==> config.mk <==
export PLATFORM = sky130hd
export DESIGN_NAME = demo_de0_sys_data_format_adapter_packer
export DESIGN_NICKNAME = d
export VERILOG_FILES = /design/src/rtl/demo_de0_sys_data_format_adapter_packer.sv
export SDC_FILE = /design/constraint.sdc
export NUM_CORES = 1
export LEC_CHECK = 0
export BUFFER_PORTS_ARGS = -buffer_cell sky130_fd_sc_hd__buf_2
export CORE_MARGIN = 3
export CORE_UTILIZATION = 25
export CTS_CLUSTER_SIZE = 30
export DETAILED_ROUTE_END_ITERATION = 8
export GPL_ROUTABILITY_DRIVEN = 0
export PLACE_DENSITY = 0.36
export SLEW_MARGIN = 15
export SYNTH_ARGS = -nofsm -noshare
export SYNTH_HDL_FRONTEND = slang
export SYNTH_SLANG_ARGS = --single-unit
==> constraint.sdc <==
create_clock -name clk -period 4.4 [get_ports clk]
set_input_delay 0.44 -clock clk [delete_from_list [all_inputs] [get_ports clk]]
set_output_delay 0.44 -clock clk [all_outputs]
set_load 0.01 [all_outputs]
==> src/rtl/demo_de0_sys_data_format_adapter_packer.sv <==
// Channelised symbol packer: 1 symbol/beat in, 2 symbols/beat out.
// Per-channel state lives in an external 2-bit state RAM with 2-cycle reads.
module demo_de0_sys_data_format_adapter_packer #(
  parameter int SYMBOL_WIDTH  = 8,
  parameter int CHANNEL_WIDTH = 1,
  parameter int FIFO_DEPTH    = 4
) (
  input  logic                      clk,
  input  logic                      reset,
  input  logic [SYMBOL_WIDTH-1:0]   in_data,
  input  logic                      in_valid,
  output logic                      in_ready,
  input  logic [CHANNEL_WIDTH-1:0]  in_channel,
  input  logic                      in_startofpacket,
  input  logic                      in_endofpacket,
  output logic [2*SYMBOL_WIDTH-1:0] out_data,
  output logic                      out_valid,
  input  logic                      out_ready,
  output logic [CHANNEL_WIDTH-1:0]  out_channel,
  output logic                      out_startofpacket,
  output logic                      out_endofpacket,
  output logic                      out_empty,
  output logic [CHANNEL_WIDTH-1:0]  state_wr_address,
  output logic [1:0]                state_wr_writedata,
  output logic                      state_wr_write,
  input  logic                      state_wr_waitrequest,
  output logic [CHANNEL_WIDTH-1:0]  state_rd_address,
  input  logic [1:0]                state_rd_readdata
);

  localparam int SW  = SYMBOL_WIDTH;
  localparam int CW  = CHANNEL_WIDTH;
  localparam int NCH = 1 << CW;
  localparam int PW  = (FIFO_DEPTH > 1) ? $clog2(FIFO_DEPTH) : 1;
  localparam int KW  = $clog2(FIFO_DEPTH + 3);

  typedef struct packed {
    logic [SW-1:0] data;
    logic [CW-1:0] ch;
    logic          sop;
    logic          eop;
  } beat_in_t;

  typedef struct packed {
    logic [2*SW-1:0] data;
    logic [CW-1:0]   ch;
    logic            sop;
    logic            eop;
    logic            empty;
  } beat_out_t;

  logic          v1_q, v2_q;
  beat_in_t      s1_q, s2_q;
  logic [SW-1:0] hold_q [NCH];
  beat_out_t     fifo_q [FIFO_DEPTH];
  logic [PW-1:0] wp_q, wp_d;
  logic [PW-1:0] rp_q, rp_d;
  logic [KW-1:0] cnt_q, cnt_d;

  logic      accept;
  logic      push;
  logic      pop;
  logic      hold_we;
  logic [1:0] wr_data;
  beat_out_t pbeat;
  beat_out_t head;

  function automatic logic [PW-1:0] nxt(input logic [PW-1:0] p);
    return (p == PW'(FIFO_DEPTH - 1)) ? '0 : p + 1'b1;
  endfunction

  // Credit counts every in-flight beat, so a push can never hit a full FIFO
  assign in_ready = !state_wr_waitrequest &&
                    ((cnt_q + KW'(v1_q) + KW'(v2_q)) < KW'(FIFO_DEPTH));
  assign accept   = in_valid && in_ready;

  assign state_rd_address   = in_channel;
  assign state_wr_address   = s2_q.ch;
  assign state_wr_writedata = wr_data;
  assign state_wr_write     = v2_q;

  always_comb begin
    push    = 1'b0;
    hold_we = 1'b0;
    wr_data = 2'b00;
    pbeat   = '0;
    pbeat.ch = s2_q.ch;
    if (v2_q) begin
      if (!state_rd_readdata[0]) begin
        if (!s2_q.eop) begin
          hold_we = 1'b1;
          wr_data = {s2_q.sop, 1'b1};
        end else begin
          push        = 1'b1;
          pbeat.data  = {s2_q.data, {SW{1'b0}}};
          pbeat.sop   = s2_q.sop;
          pbeat.eop   = 1'b1;
          pbeat.empty = 1'b1;
        end
      end else begin
        push        = 1'b1;
        pbeat.data  = {hold_q[s2_q.ch], s2_q.data};
        pbeat.sop   = state_rd_readdata[1] | s2_q.sop;
        pbeat.eop   = s2_q.eop;
        pbeat.empty = 1'b0;
      end
    end
  end

  assign out_valid = (cnt_q != '0);
  assign pop       = out_valid && out_ready;
  assign head      = fifo_q[rp_q];

  assign out_data          = head.data;
  assign out_channel       = head.ch;
  assign out_startofpacket = head.sop;
  assign out_endofpacket   = head.eop;
  assign out_empty         = head.empty;

  always_comb begin
    wp_d  = push ? nxt(wp_q) : wp_q;
    rp_d  = pop  ? nxt(rp_q) : rp_q;
    cnt_d = cnt_q + KW'(push) - KW'(pop);
  end

  always_ff @(posedge clk or posedge reset) begin
    if (reset) begin
      v1_q  <= 1'b0;
      v2_q  <= 1'b0;
      s1_q  <= '0;
      s2_q  <= '0;
      wp_q  <= '0;
      rp_q  <= '0;
      cnt_q <= '0;
    end else begin
      v1_q <= accept;
      v2_q <= v1_q;
      if (accept) begin
        s1_q.data <= in_data;
        s1_q.ch   <= in_channel;
        s1_q.sop  <= in_startofpacket;
        s1_q.eop  <= in_endofpacket;
      end
      s2_q  <= s1_q;
      wp_q  <= wp_d;
      rp_q  <= rp_d;
      cnt_q <= cnt_d;
    end
  end

  always_ff @(posedge clk or posedge reset) begin
    if (reset) begin
      for (int i = 0; i < NCH; i++) hold_q[i] <= '0;
      for (int i = 0; i < FIFO_DEPTH; i++) fifo_q[i] <= '0;
    end else begin
      if (hold_we) hold_q[s2_q.ch] <= s2_q.data;
      if (push) fifo_q[wp_q] <= pbeat;
    end
  end

endmodule

# Yosys cells after proc, flatten, opt, wreduce, memory -nomap -nowiden
# Index checks and enable logic that the tools add are counted.
dict set report op_classes {
  addsub 6
  mul 0
  n_div 0
  n_lt_le_gt_ge 6
  eq_ne 2
  shifts 0
  muxes 29
  n_bitwise 4
  n_reduce_logical 7
}
# op n
set op_table {}
lappend op_table {{80-bit bitwise mux} 1}
lappend op_table {{20-bit 2-to-1 mux} 3}
lappend op_table {{16-bit 2-to-1 mux} 3}
lappend op_table {{20-bit binary-select mux with 2-bit select} 1}
lappend op_table {{20-bit demux with 2-bit select} 1}
lappend op_table {{8-bit 2-to-1 mux} 4}
lappend op_table {{16-bit bitwise mux} 1}
lappend op_table {{2-bit 2-to-1 mux} 5}
lappend op_table {{3-bit by 1-bit adder with 3-bit output} 3}
lappend op_table {{3-bit 2-to-1 mux} 3}
lappend op_table {{8-bit demux with 1-bit select} 1}
lappend op_table {{3-bit >= comparator, second input constant} 2}
lappend op_table {{1-bit 2-to-1 mux} 6}
lappend op_table {{2-bit NOT with 3-bit output} 2}
lappend op_table {{1-bit logical AND} 5}
lappend op_table {{2-bit by 1-bit adder with 2-bit output, second input constant} 2}
lappend op_table {{2-bit == test, second input constant} 2}
lappend op_table {{3-bit by 1-bit less-than comparator with 1-bit output, second input constant} 1}
lappend op_table {{3-bit less-than comparator, second input constant} 1}
lappend op_table {{3-bit nonzero test} 1}
lappend op_table {{3-bit by 1-bit subtractor with 3-bit output} 1}
lappend op_table {{2-bit >= comparator, second input constant} 1}
lappend op_table {{2-bit by 1-bit less-than comparator with 1-bit output, second input constant} 1}
lappend op_table {{1-bit NOT with 2-bit output} 1}
lappend op_table {{2 further kinds} 2}
dict set report totals {
  reg_bits 127
  latchBits 0
  mem_bits_rw 0
  rom_bits 0
  out_inout_bits 27
  elab_cells 89
  memories 0
}

# Longest topological paths before layout
# Gate-level depths: netlist of run 1.
dict set report logic_depth {
  ltp_word 7
  depth_mapped 11
  ltp_nobuf 10
}

# Worst setup path before layout of run 1
# OpenSTA, ideal clock, no wires.
dict set report synth_path {
  path_type {register to register}
  startpoint {register cnt_q[1]}
  endpoint {register cnt_q[2]}
  setup_ns 0.127
  arrival_ns 2.148
  t_required_ns 4.273
  path_slack_ns 2.125
  path_stages_with_launch 11
  cell_sequence {dfrtp_1 or3_1 nand2_1 inv_1 ha_1 inv_1 ha_1 inv_1 fa_1 xnor2_1 xnor2_1}
}
dict set report synth_between {
  elab_chain_cells 3
  word_cells_on_any_way 4
  classes_between {add/sub: 2; reduce/logical: 2}
}
# element line_no
set synth_rtl {}
lappend synth_rtl {{start, declared} 58} ;# logic [KW-1:0] cnt_q, cnt_d;
lappend synth_rtl {{start signal, assigned} 147} ;# cnt_q <= cnt_d;
lappend synth_rtl {{3-bit nonzero test} 110} ;# assign out_valid = (cnt_q != '0);
lappend synth_rtl {{via out_valid} 17} ;# output logic out_valid,
lappend synth_rtl {{1-bit logical AND} 111} ;# assign pop = out_valid && out_ready;
lappend synth_rtl {{via pop} 62} ;# logic pop;
lappend synth_rtl {{3-bit by 1-bit subtractor with 3-bit output} 123} ;# cnt_d = cnt_q + KW'(push) - KW'(pop);
lappend synth_rtl {{via cnt_d[2]} 58}
# The timed path passes the listed nets, and every way through them passes these cells.
# A chain may end at the register's enable or synchronous reset.

# Worst setup path after layout of run 1
dict set report layout_path {
  startpoint {register rp_q[1]}
  endpoint {output port out_data[1]}
}
dict set report layout_between {
  elab_chain_cells 4
}
# element line_no
set layout_rtl {}
lappend layout_rtl {{start, declared} 57} ;# logic [PW-1:0] rp_q, rp_d;
lappend layout_rtl {{start signal, assigned} 146} ;# rp_q <= rp_d;
lappend layout_rtl {{2-bit NOT with 3-bit output (implied by the code)} 112} ;# assign head = fifo_q[rp_q];
lappend layout_rtl {{20-bit binary-select mux with 2-bit select} 112}
lappend layout_rtl {{20-bit 2-to-1 mux (implied by the code) (2 in series)} 112}
lappend layout_rtl {{end, declared} 16} ;# output logic [2*SYMBOL_WIDTH-1:0] out_data,
# No other way between the ends. The select of a mux whose other input is x is not followed.

==> summary.md, run 1 <==
| Metric | Value |
|---|---|
| Worst path arrival time | `2.25 ns` |
| Global-route wire length before repair | `21,900 µm` |
| Avg WL per Cell | `19.4 µm` |
| Share of post-route cells with drive strength above 1 | `32.5%` |
| Filler instances | `2,143` |
| Critical Path Source Type | `register` |
| Crit path kind | `register to output port` |
| Vias per cell | `4.65` |
| Initial antenna violation count | `0` |
| Reg2reg end | `cnt_q[2]$_DFF_PP0_` |
| Pins Over Slew Limit | `0` |
| CP Capture Type | `output port` |
| Fmax | `0.372 GHz` |
| Maximum number of pins on one net before global-route repair | `66` |
| Max-cap violations | `0` |
| Synthesis Warnings | `0` |
| Post-CTS Setup Inserts | `0` |
| Starting density of the core | `25.6%` |
| Syn Std Cell Area | `5390 µm²` |
| I/O pin cnt | `45` |
| Minimum clock period | `2.69 ns` |
| Hold Vio Cnt, Final | `0` |
| IO buf count | `44` |
| Crit path required time | `3.96 ns` |
| Initial DRC Count | `162` |
| Placed wire-length estimate | `8510 µm` |
| Number of synthesized flops with an enable pin | `0` |
| H-tree Lvls | `4` |
| Post-synthesis sequential area ratio | `58.9%` |
| Post-CTS Resized | `0` |
| Slew margin rel. | `33.3%` |
| Status | `finished clean` |
| Number of global-route vias before repair | `3,534` |
| Clk_lat worst skew | `0.42 ns` |
| Grt ovf | `0` |
| PD cells | `747 nW/µm²` |
| Min-delay worst type | `input pin to async pin` |
| Most used DFF post-synth | `dfrtp_1` |
| Post-CTS Hold Buffers | `0` |
| CTS tree | `built` |
| Die height | `153 µm` |
| Number of synthesized register bits | `127` |
| Syn nets | `422` |
| Rows | `53` |
| P&R area growth vs syn | `20.6%` |
| DRC viols | `0` |
| GRT Util Overall | `12.5%` |
| Via count | `3,367` |
| Bufs on Longest Clock Path | `2` |
| CTS Sinks | `127` |
| Worst hold slack | `0.186 ns` |
| Cells on worst reg2reg path | `9` |
| Syn avg cell area | `13.7 µm²` |
| Final antenna-violating net count | `0` |
| Syn Inst Count | `395` |
| Antenna diode instance count | `0` |
| Clk_skew | `0.00678 ns` |
| Distinct cells, synth | `34` |
| VDD IR max | `278 µV` |
| Largest fanout on the critical path | `14` |
| Crit path launch | `rp_q[1]$_DFFE_PP0P_` |
| Die W | `153 µm` |
| Drt pass-1 iters | `4` |
| Static leakage | `2.92 nW` |
| Clock slew at reported path FFs | `0.06 ns` |
| Clock root buffer | `clkbuf_16` |
| Setup Total Neg Slack | `0 ns` |
| Period utilization | `61.1%` |
| Final wirelength | `14,000 µm` |
| Reg-to-Reg Start | `state_wr_write$_DFF_PP0_` |
| Worst-Margin Slew | `0.996 ns` |
| Core area | `21,100 µm²` |
| Die area | `23,400 µm²` |
| TritonCTS buffer count | `17` |
| Reg2reg setup slack | `2.02 ns` |
| Fin nets | `463` |
| Setup violators final | `0` |
| RSZ-0062 raised after global routing | `false` |
| Async S/R FF share, synth | `100%` |
## cell type report
type	count	area, µm²	area share (%)
sequential	127	3180	48.8
multi-input combinational	228	2040	31.3
clock buffer	22	474	7.29
tap	275	344	5.29
timing repair buffer	50	265	4.08
clock inverter	10	159	2.44
inverter	12	47.5	0.731
## critical path, stage by stage (launching register included)
cell     delay, ns
dfrtp_1       0.96
buf_4         0.35
mux4_2        0.35
buf_2         0.16
## power breakdown
group	internal [mW]	total [mW]	switching (mW)	leakage, nW
registers	1.62	2.03	0.411	1.63
clock network	0.991	1.51	0.516	0.306
logic	0.710	1.32	0.614	0.984
## placed cells by master (no fill, tap or decap), types with 8 or more instances in the layout
| cell type | Yosys | final |
|---|---|---|
| dfrtp_1 | 127 | 127 |
| nand2_1 | 44 | 44 |
| buf_2 | 14 | 44 |
| o21ai_0 | 39 | 39 |
| mux2_2 | 31 | 31 |
| a32o_1 | 27 | 27 |
| mux4_2 | 20 | 20 |
| clkbuf_16 | 0 | 17 |
| inv_1 | 12 | 11 |
| mux2_4 | 9 | 9 |
| a22oi_1 | 8 | 8 |
| a22o_1 | 8 | 8 |
| ha_1 | 8 | 8 |
## cell families after synthesis
family / count (synthesis) / synth area share [%]
xor gates and xnor gates: 2 / 0.325
buffers and inverters: 40 / 3.46
muxes: 60 / 17.3
adders and majority gates: 9 / 2.23
and+or+nand+nor: 62 / 5.15
DFF: 127 / 58.9
AOI/OAI and AO/OA: 95 / 12.6
## cells in the mapped netlist (3+ instances only)
master    instances  area (µm²)
mux4_2           20         450
and3_1            3        18.8
a22o_1            8        70.1
nand2_1          44         165
buf_4             3        22.5
clkbuf_1         10        37.5
a21oi_1           6        30.0
buf_2            14        70.1
inv_1            12        45.0
o21ai_0          39         195
a31oi_1           3        18.8
nor2_1            3        11.3
a22oi_1           8        60.1
a32o_1           27         270
mux2_4            9         135
mux2_2           31         349
ha_1              8         100
dfrtp_1         127        3180
## metal layers
layer  track usage [%]  routed length [µm]  vias up
met3              3.11                 581       17
met1              17.4                6700     1729
met5                 0                   0        -
li1                  -                   -     1536
met4              4.58                 225        0
met2              18.9                6500       85
## metrics by stage
| stage | cell area (µm²) | power, mW | setup WS (ns) | std cells | util (%) |
|---|---|---|---|---|---|
| after floorplan | 5390 | 2.90 | 0.576 | 395 | - |
| after global placement | 5870 | 3.39 | 2.07 | 692 | 27.9 |
| after detailed placement | 5870 | 3.42 | 2.01 | 692 | 27.9 |
| after CTS | 6510 | 4.95 | 1.68 | 724 | 30.9 |
| after global routing | 6510 | 5.17 | 1.63 | 724 | 30.9 |
| final | 6510 | 4.86 | 1.71 | 724 | 30.9 |
## sequential cells by signal, summed over array words and instances (netlist names)
name	cells
cnt_q	3
fifo_q	80
hold_q	16
rp_q	2
s1_q	11
s2_q	10
state_wr_address	1
state_wr_write	1
v1_q	1
wp_q	2
## worst max-delay path by stage
stage	end	slack, ns
2_1_floorplan	cnt_q[0]$_DFF_PP0_	0.58
3_3_place_gp	cnt_q[2]$_DFF_PP0_	2.07
3_5_place_dp	cnt_q[2]$_DFF_PP0_	2.01
4_1_cts	out_data[1]	1.68
5_1_grt	out_data[1]	1.63
6_report	out_data[1]	1.71
No activity file was read; power rests on OpenSTA's default activity.
==> run 2: changes to the inputs <==
ABC_AREA = 1   (was unset)
PLACE_DENSITY = 0.37   (was 0.36)
clock period = 2.24 ns   (was 4.4 ns; I/O delays follow)
==> run 2 against run 1 <==
Compared with the run above: final area grew 7.8%; register-to-register slack worse by 1.7 ns; non-clock buffer count is 27 higher; via count grew 35%; critical path depth increased by 1; worst hold slack worse by 0.14 ns; synthesized cell count is 65% higher; clock skew up 0.010 ns; first-iteration DRC count rose by 96%; power rose by 100%.
==> summary.md, run 2 <==
| Metric | Value |
|---|---|
| Status | `finished clean` |
| Final antenna-violating net count | `0` |
| VDD IR max | `418 µV` |
| Synthesis Warnings | `0` |
| Setup Total Neg Slack | `0 ns` |
| Syn Std Cell Area | `5650 µm²` |
| Initial antenna violation count | `1` |
| Largest fanout on the critical path | `37` |
| Clk_lat worst skew | `0.43 ns` |
| Setup violators final | `0` |
| Leading cell type in the layout, fill and taps excluded | `nand2_1` |
| Initial DRC Count | `317` |
| Die area | `24,400 µm²` |
| CTS tree | `built` |
| Seq pwr share | `35.3%` |
| Number of synthesized register bits | `127` |
| Crit path launch | `rp_q[0]$_DFFE_PP0P_` |
| Max FFs per register | `80` |
| Avg WL per Cell | `16.1 µm` |
| Pre-CTS setup slack | `0.266 ns` |
| Internal power component | `6.23 mW` |
| TritonCTS buffer count | `17` |
| Most used DFF post-synth | `dfrtp_1` |
| Clk_skew | `0.0168 ns` |
| Async S/R FF share, synth | `100%` |
| Distinct cells, synth | `28` |
| Synth top area share | `56.3%` |
| P&R area growth vs syn | `24.2%` |
| Die height | `156 µm` |
| Placed inst area | `6320 µm²` |
| Worst path arrival time | `1.86 ns` |
| CP cell instances | `buf_6, o21ai_0, o22ai_1, buf_2` |
| Placed wire-length estimate | `10,700 µm` |
| Count leader, synth | `nand2_1` |
| Final instance area | `7020 µm²` |
| H-tree Lvls | `4` |
| Number of synthesized flops with an enable pin | `0` |
| Critical Path Source Type | `register` |
| Family with the most delay on the worst path | `buffers and inverters` |
| Worst-Margin Slew | `0.591 ns` |
| CTS Sinks | `127` |
| Clock share of power | `31.4%` |
| Placed Cells | `973` |
| Crit path kind | `register to output port` |
| Reg2reg setup slack | `0.29 ns` |
| Cells on worst reg2reg path | `8` |
| Reg2reg end | `cnt_q[1]$_DFF_PP0_` |
| Crit path largest cell delay | `0.38 ns` |
| Core area | `22,000 µm²` |
| Crit path to | `out_endofpacket` |
| Syn avg cell area | `8.69 µm²` |
| Setup WS post-layout | `0.159 ns` |
| Largest registers | `fifo_q x80, hold_q x16, s1_q x11` |
| Crit path required time | `2.02 ns` |
| PD cells | `1400 nW/µm²` |
| Most frequent cells in the layout | `nand2_1 (215), dfrtp_1 (127), o21ai_0 (96)` |
| Number of global-route vias before repair | `4,675` |
| Filler instances | `2,310` |
| Via count | `4,555` |
| DRC viols | `0` |
| I/O pin cnt | `45` |
| Fmax | `0.480 GHz` |
| Drt pass-1 iters | `4` |
| Psw | `3.63 mW` |
| Syn Inst Count | `650` |
| Maximum number of pins on one net before global-route repair | `60` |
| Most flop-heavy register | `fifo_q` |
| Min-delay worst type | `input pin to register` |
| Starting density of the core | `25.6%` |
| Area leader, netlist | `dfrtp_1` |
| Share of post-route cells with drive strength above 1 | `17.6%` |
| CP Buf/Inv Count | `2` |
| Max-cap violations | `0` |
| Die W | `156 µm` |
| Post-synthesis sequential area ratio | `56.3%` |
| Fin nets | `743` |
| Clock slew at reported path FFs | `0.07 ns` |
| Net Sw Frac | `36.8%` |
| Synth area leaders | `dfrtp_1 (56%), nand2_1 (14%), o21ai_0 (8.5%)` |
| Slew margin rel. | `60.5%` |
| CP max stage cell | `o22ai_1` |
| IO buf count | `44` |
| RSZ-0062 raised after global routing | `false` |
| CP Capture Type | `output port` |
| Syn nets | `677` |
| Comb power frac | `33.3%` |
| Period utilization | `92.9%` |
| Post-route insts no fill | `1,009` |
| Final wirelength | `16,300 µm` |
| Bufs on Longest Clock Path | `2` |
| GRT Util Overall | `14.1%` |
| Minimum clock period | `2.08 ns` |
| Grt ovf | `0` |
| Reg-to-Reg Start | `cnt_q[1]$_DFF_PP0_` |
| Static leakage | `3.48 nW` |
| Global-route wire length before repair | `26,500 µm` |
| Vias per cell | `4.51` |
| Hold Vio Cnt, Final | `0` |
| WP depth | `4` |
| Clock root buffer | `clkbuf_16` |
| Pins Over Slew Limit | `0` |
| Post-synth top cells | `nand2_1 (215), dfrtp_1 (127), o21ai_0 (96), inv_1 (45), nor2_1 (43)` |
| Antenna diode instance count | `0` |
| Rows | `54` |
==> run 2: through the flow <==
| step | power, mW | util, % | hold WS, ns |
|---|---|---|---|
| after global placement | 6.76 | 28.7 | 0.298 |
| after CTS | 9.98 | 31.7 | 0.0353 |
| after detailed placement | 6.84 | 28.7 | 0.309 |
| after floorplan | 5.49 | - | 0.354 |
| final | 9.86 | 31.9 | 0.0463 |
| after global routing | 10.6 | 31.9 | 0.0594 |
==> run 2: cells by family (layout without fill, tap and decap cells) <==
| group | Yosys count | in the layout | share of synthesized area, % |
|---|---|---|---|
| compound gates | 147 | 147 | 13.9 |
| xor+xnor | 1 | 1 | 0.155 |
| fa+ha+maj | 9 | 9 | 2.13 |
| buf+inv | 83 | 162 | 6.89 |
| flops | 127 | 127 | 56.3 |
| simple gates | 283 | 283 | 20.6 |
==> run 2: what timing repair did <==
item | in CTS | in global routing
setup buffers | 0 | 3
hold buffers | 1 | 0
endpoints found under the hold margin | 19 | 0
endpoints found under the setup margin | 8 | 2
gates cloned | 0 | 0
resized for setup | 1 | 1
==> run 2: layout make-up <==
cell class	instances	area [µm²]	share of cell area [%]
repair buffers	77	537	7.65
clock inverters	15	233	3.32
well taps	280	350	4.99
multi-input cells	440	2080	29.7
flip-flops and latches	127	3180	45.3
clock buffers	17	425	6.06
inverters	53	211	3.01
==> run 2: tightest hold or removal path, stage by stage <==
cell     delay (ns)
buf_2          0.09
nand4_1        0.07
nand2_1        0.05
==> run 2: how the worst min path moves through the flow <==
| stage | endpoint | cells after the start | start |
|---|---|---|---|
| detailed placement | wp_q[1]$_DFFE_PP0P_ | 2 | reset |
| global placement | wp_q[1]$_DFFE_PP0P_ | 2 | reset |
| finish | s1_q[1]$_DFFE_PP0P_ | 3 | in_startofpacket |
| CTS | s1_q[0]$_DFFE_PP0P_ | 3 | in_endofpacket |
| floorplan | s2_q[0]$_DFF_PP0_ | 0 | s1_q[0]$_DFFE_PP0P_ |
| global route | s1_q[1]$_DFFE_PP0P_ | 3 | in_startofpacket |
==> run 2: power groups by stage <==
stage                     Clock, mW  Combinational (mW)  Sequential [mW]
after floorplan                   0                2.09             3.40
after global placement            0                3.27             3.50
after detailed placement          0                3.32             3.52
after CTS                      3.16                3.33             3.49
after global routing           3.27                3.76             3.57
final                          3.09                3.28             3.48
==> run 2: per-layer routing <==
metal  part of all wire, %  global-route usage, %  vias up
li1                      -                      -     2240
met1                    50                   20.0     2196
met2                    44                   21.4      103
met3                   4.5                   3.54       16
met4                   1.2                   4.04        0
met5                     0                      0        -
==> run 3: changes to the inputs <==
BUFFER_PORTS_ARGS = -buffer_cell sky130_fd_sc_hd__buf_4   (was -buffer_cell sky130_fd_sc_hd__buf_2)
SLEW_MARGIN = 40   (was 15)
==> run 3 against run 2 <==
Compared with the run above: power down 0.28%; non-clock buffer count increased by 2; worst hold slack improved by 0.023 ns; cell count is essentially flat; critical path depth did not move; final area up 0.80%; combinational power up 7.0%.
==> summary.md, run 3 (same netlist as run 2, synthesis figures left out) <==
| Metric | Value |
|---|---|
| Placed wire-length estimate | `10,800 µm` |
| IO buf count | `44` |
| GRT Util Overall | `14.1%` |
| Reg-to-Reg Start | `cnt_q[1]$_DFF_PP0_` |
| Hold Vio Cnt, Final | `0` |
| Worst Min Path Start | `in_startofpacket` |
| Clock root buffer | `clkbuf_16` |
| I/O pin cnt | `45` |
| Share of post-route cells with drive strength above 1 | `17.8%` |
| Number of global-route vias before repair | `4,533` |
| Clock slew at reported path FFs | `0.06 ns` |
| Core area | `22,000 µm²` |
| Rows | `54` |
| PD cells | `1390 nW/µm²` |
| Avg WL per Cell | `16.3 µm` |
| Bufs on Longest Clock Path | `2` |
| Status | `finished clean` |
| Max FFs per register | `80` |
| Layout Utilization | `32.1%` |
| Largest fanout on the critical path | `37` |
| Period utilization | `95.0%` |
| Worst hold slack | `0.0689 ns` |
| Clk_lat worst skew | `0.42 ns` |
| Static leakage | `3.48 nW` |
| Die area | `24,400 µm²` |
| Final wirelength | `16,500 µm` |
| Worst-Margin Slew | `0.556 ns` |
| Clk_skew | `0.00946 ns` |
| Filler instances | `2,342` |
| Crit path kind | `register to output port` |
| Min-delay worst type | `input pin to register` |
| Most flop-heavy register | `fifo_q` |
| Die height | `156 µm` |
| Critical Path Source Type | `register` |
| VDD IR max | `454 µV` |
| Antenna diode instance count | `0` |
| Pre-CTS setup slack | `0.290 ns` |
| Max-cap violations | `0` |
| Initial DRC Count | `254` |
| Most frequent cells in the layout | `nand2_1 (215), dfrtp_1 (126), o21ai_0 (96)` |
| Minimum clock period | `2.13 ns` |
| H-tree Lvls | `4` |
| Fin nets | `745` |
| CTS tree | `built` |
| Setup violators final | `0` |
| Pins Over Slew Limit | `0` |
| Starting density of the core | `25.6%` |
| Slew margin rel. | `62.8%` |
| Setup WS post-layout | `0.111 ns` |
| Crit path required time | `2.02 ns` |
| Worst path arrival time | `1.90 ns` |
| Die W | `156 µm` |
| Final antenna-violating net count | `0` |
| Setup Total Neg Slack | `0 ns` |
| Total power | `9.83 mW` |
| RSZ-0062 raised after global routing | `false` |
| Vias per cell | `4.49` |
| Initial antenna violation count | `0` |
| CP Capture Type | `output port` |
| Maximum number of pins on one net before global-route repair | `56` |
| TritonCTS buffer count | `17` |
| Fmax | `0.470 GHz` |
| Drt pass-1 iters | `4` |
| P&R area growth vs syn | `25.2%` |
| Crit path launch | `rp_q[0]$_DFFE_PP0P_` |
| DRC viols | `0` |
| Leading cell type in the layout, fill and taps excluded | `nand2_1` |
| Largest registers | `fifo_q x80, hold_q x16, s1_q x11` |
| Grt ovf | `0` |
| Via count | `4,533` |
| Global-route wire length before repair | `26,300 µm` |
| CTS Sinks | `127` |
run 3: power by group:
part           leakage [nW]  internal, mW  switching [mW]  total, mW
clock network         0.291          1.83            1.02       2.85
registers              1.68          3.06           0.416       3.47
logic                  1.51          1.36            2.15       3.51
total                  3.48          6.24            3.59       9.83
run 3: path summary, 6_finish.rpt:
kind	to	slack, ns	cells after the start
max	out_endofpacket	0.11	4
min	s1_q[1]$_DFFE_PP0P_	0.07	3
max reg2reg	cnt_q[2]$_DFF_PP0_	0.27	8
min reg2reg	s2_q[8]$_DFF_PP0_	0.38	0
max in group asynchronous	state_wr_write$_DFF_PP0_	1.06	4
min in group asynchronous	fifo_q[28]$_DFFE_PP0P_	0.42	3
run 3: metal layers:
| metal | routed length (µm) | part of all wire, % | track usage [%] |
|---|---|---|---|
| met5 | 0 | 0 | 0 |
| met4 | 150 | 0.91 | 3.96 |
| met3 | 610 | 3.7 | 3.24 |
| met2 | 7490 | 45 | 21.9 |
| met1 | 8230 | 50 | 19.9 |
run 3: worst max-delay path: stages, from the launching register on:
cell,delay [ns]
dfrtp_1,0.40
buf_6,0.32
o21ai_0,0.15
o22ai_1,0.41
buf_4,0.21
run 3: stage by stage:
stage | instance area, µm² | std cells
2_1_floorplan | 5650 | 650
3_3_place_gp | 6440 | 978
3_5_place_dp | 6440 | 978
4_1_cts | 7060 | 1010
5_1_grt | 7070 | 1010
6_report | 7070 | 1010
run 3: final cells by class:
type,instances,area [µm²],area share [%]
Sequential cell,127,3180,45.0
Multi-Input combinational cell,440,2080,29.5
Timing Repair Buffer,79,637,9.01
Clock buffer,21,470,6.65
Tap cell,280,350,4.95
Inverter,53,214,3.03
Clock inverter,10,136,1.93
run 3: timing repair:
item | in CTS | in global routing
gates resized for setup | 0 | 4
hold buffers | 1 | 0
hold endpoints to repair | 20 | 0
setup endpoints to repair | 0 | 2
setup buffers | 0 | 0
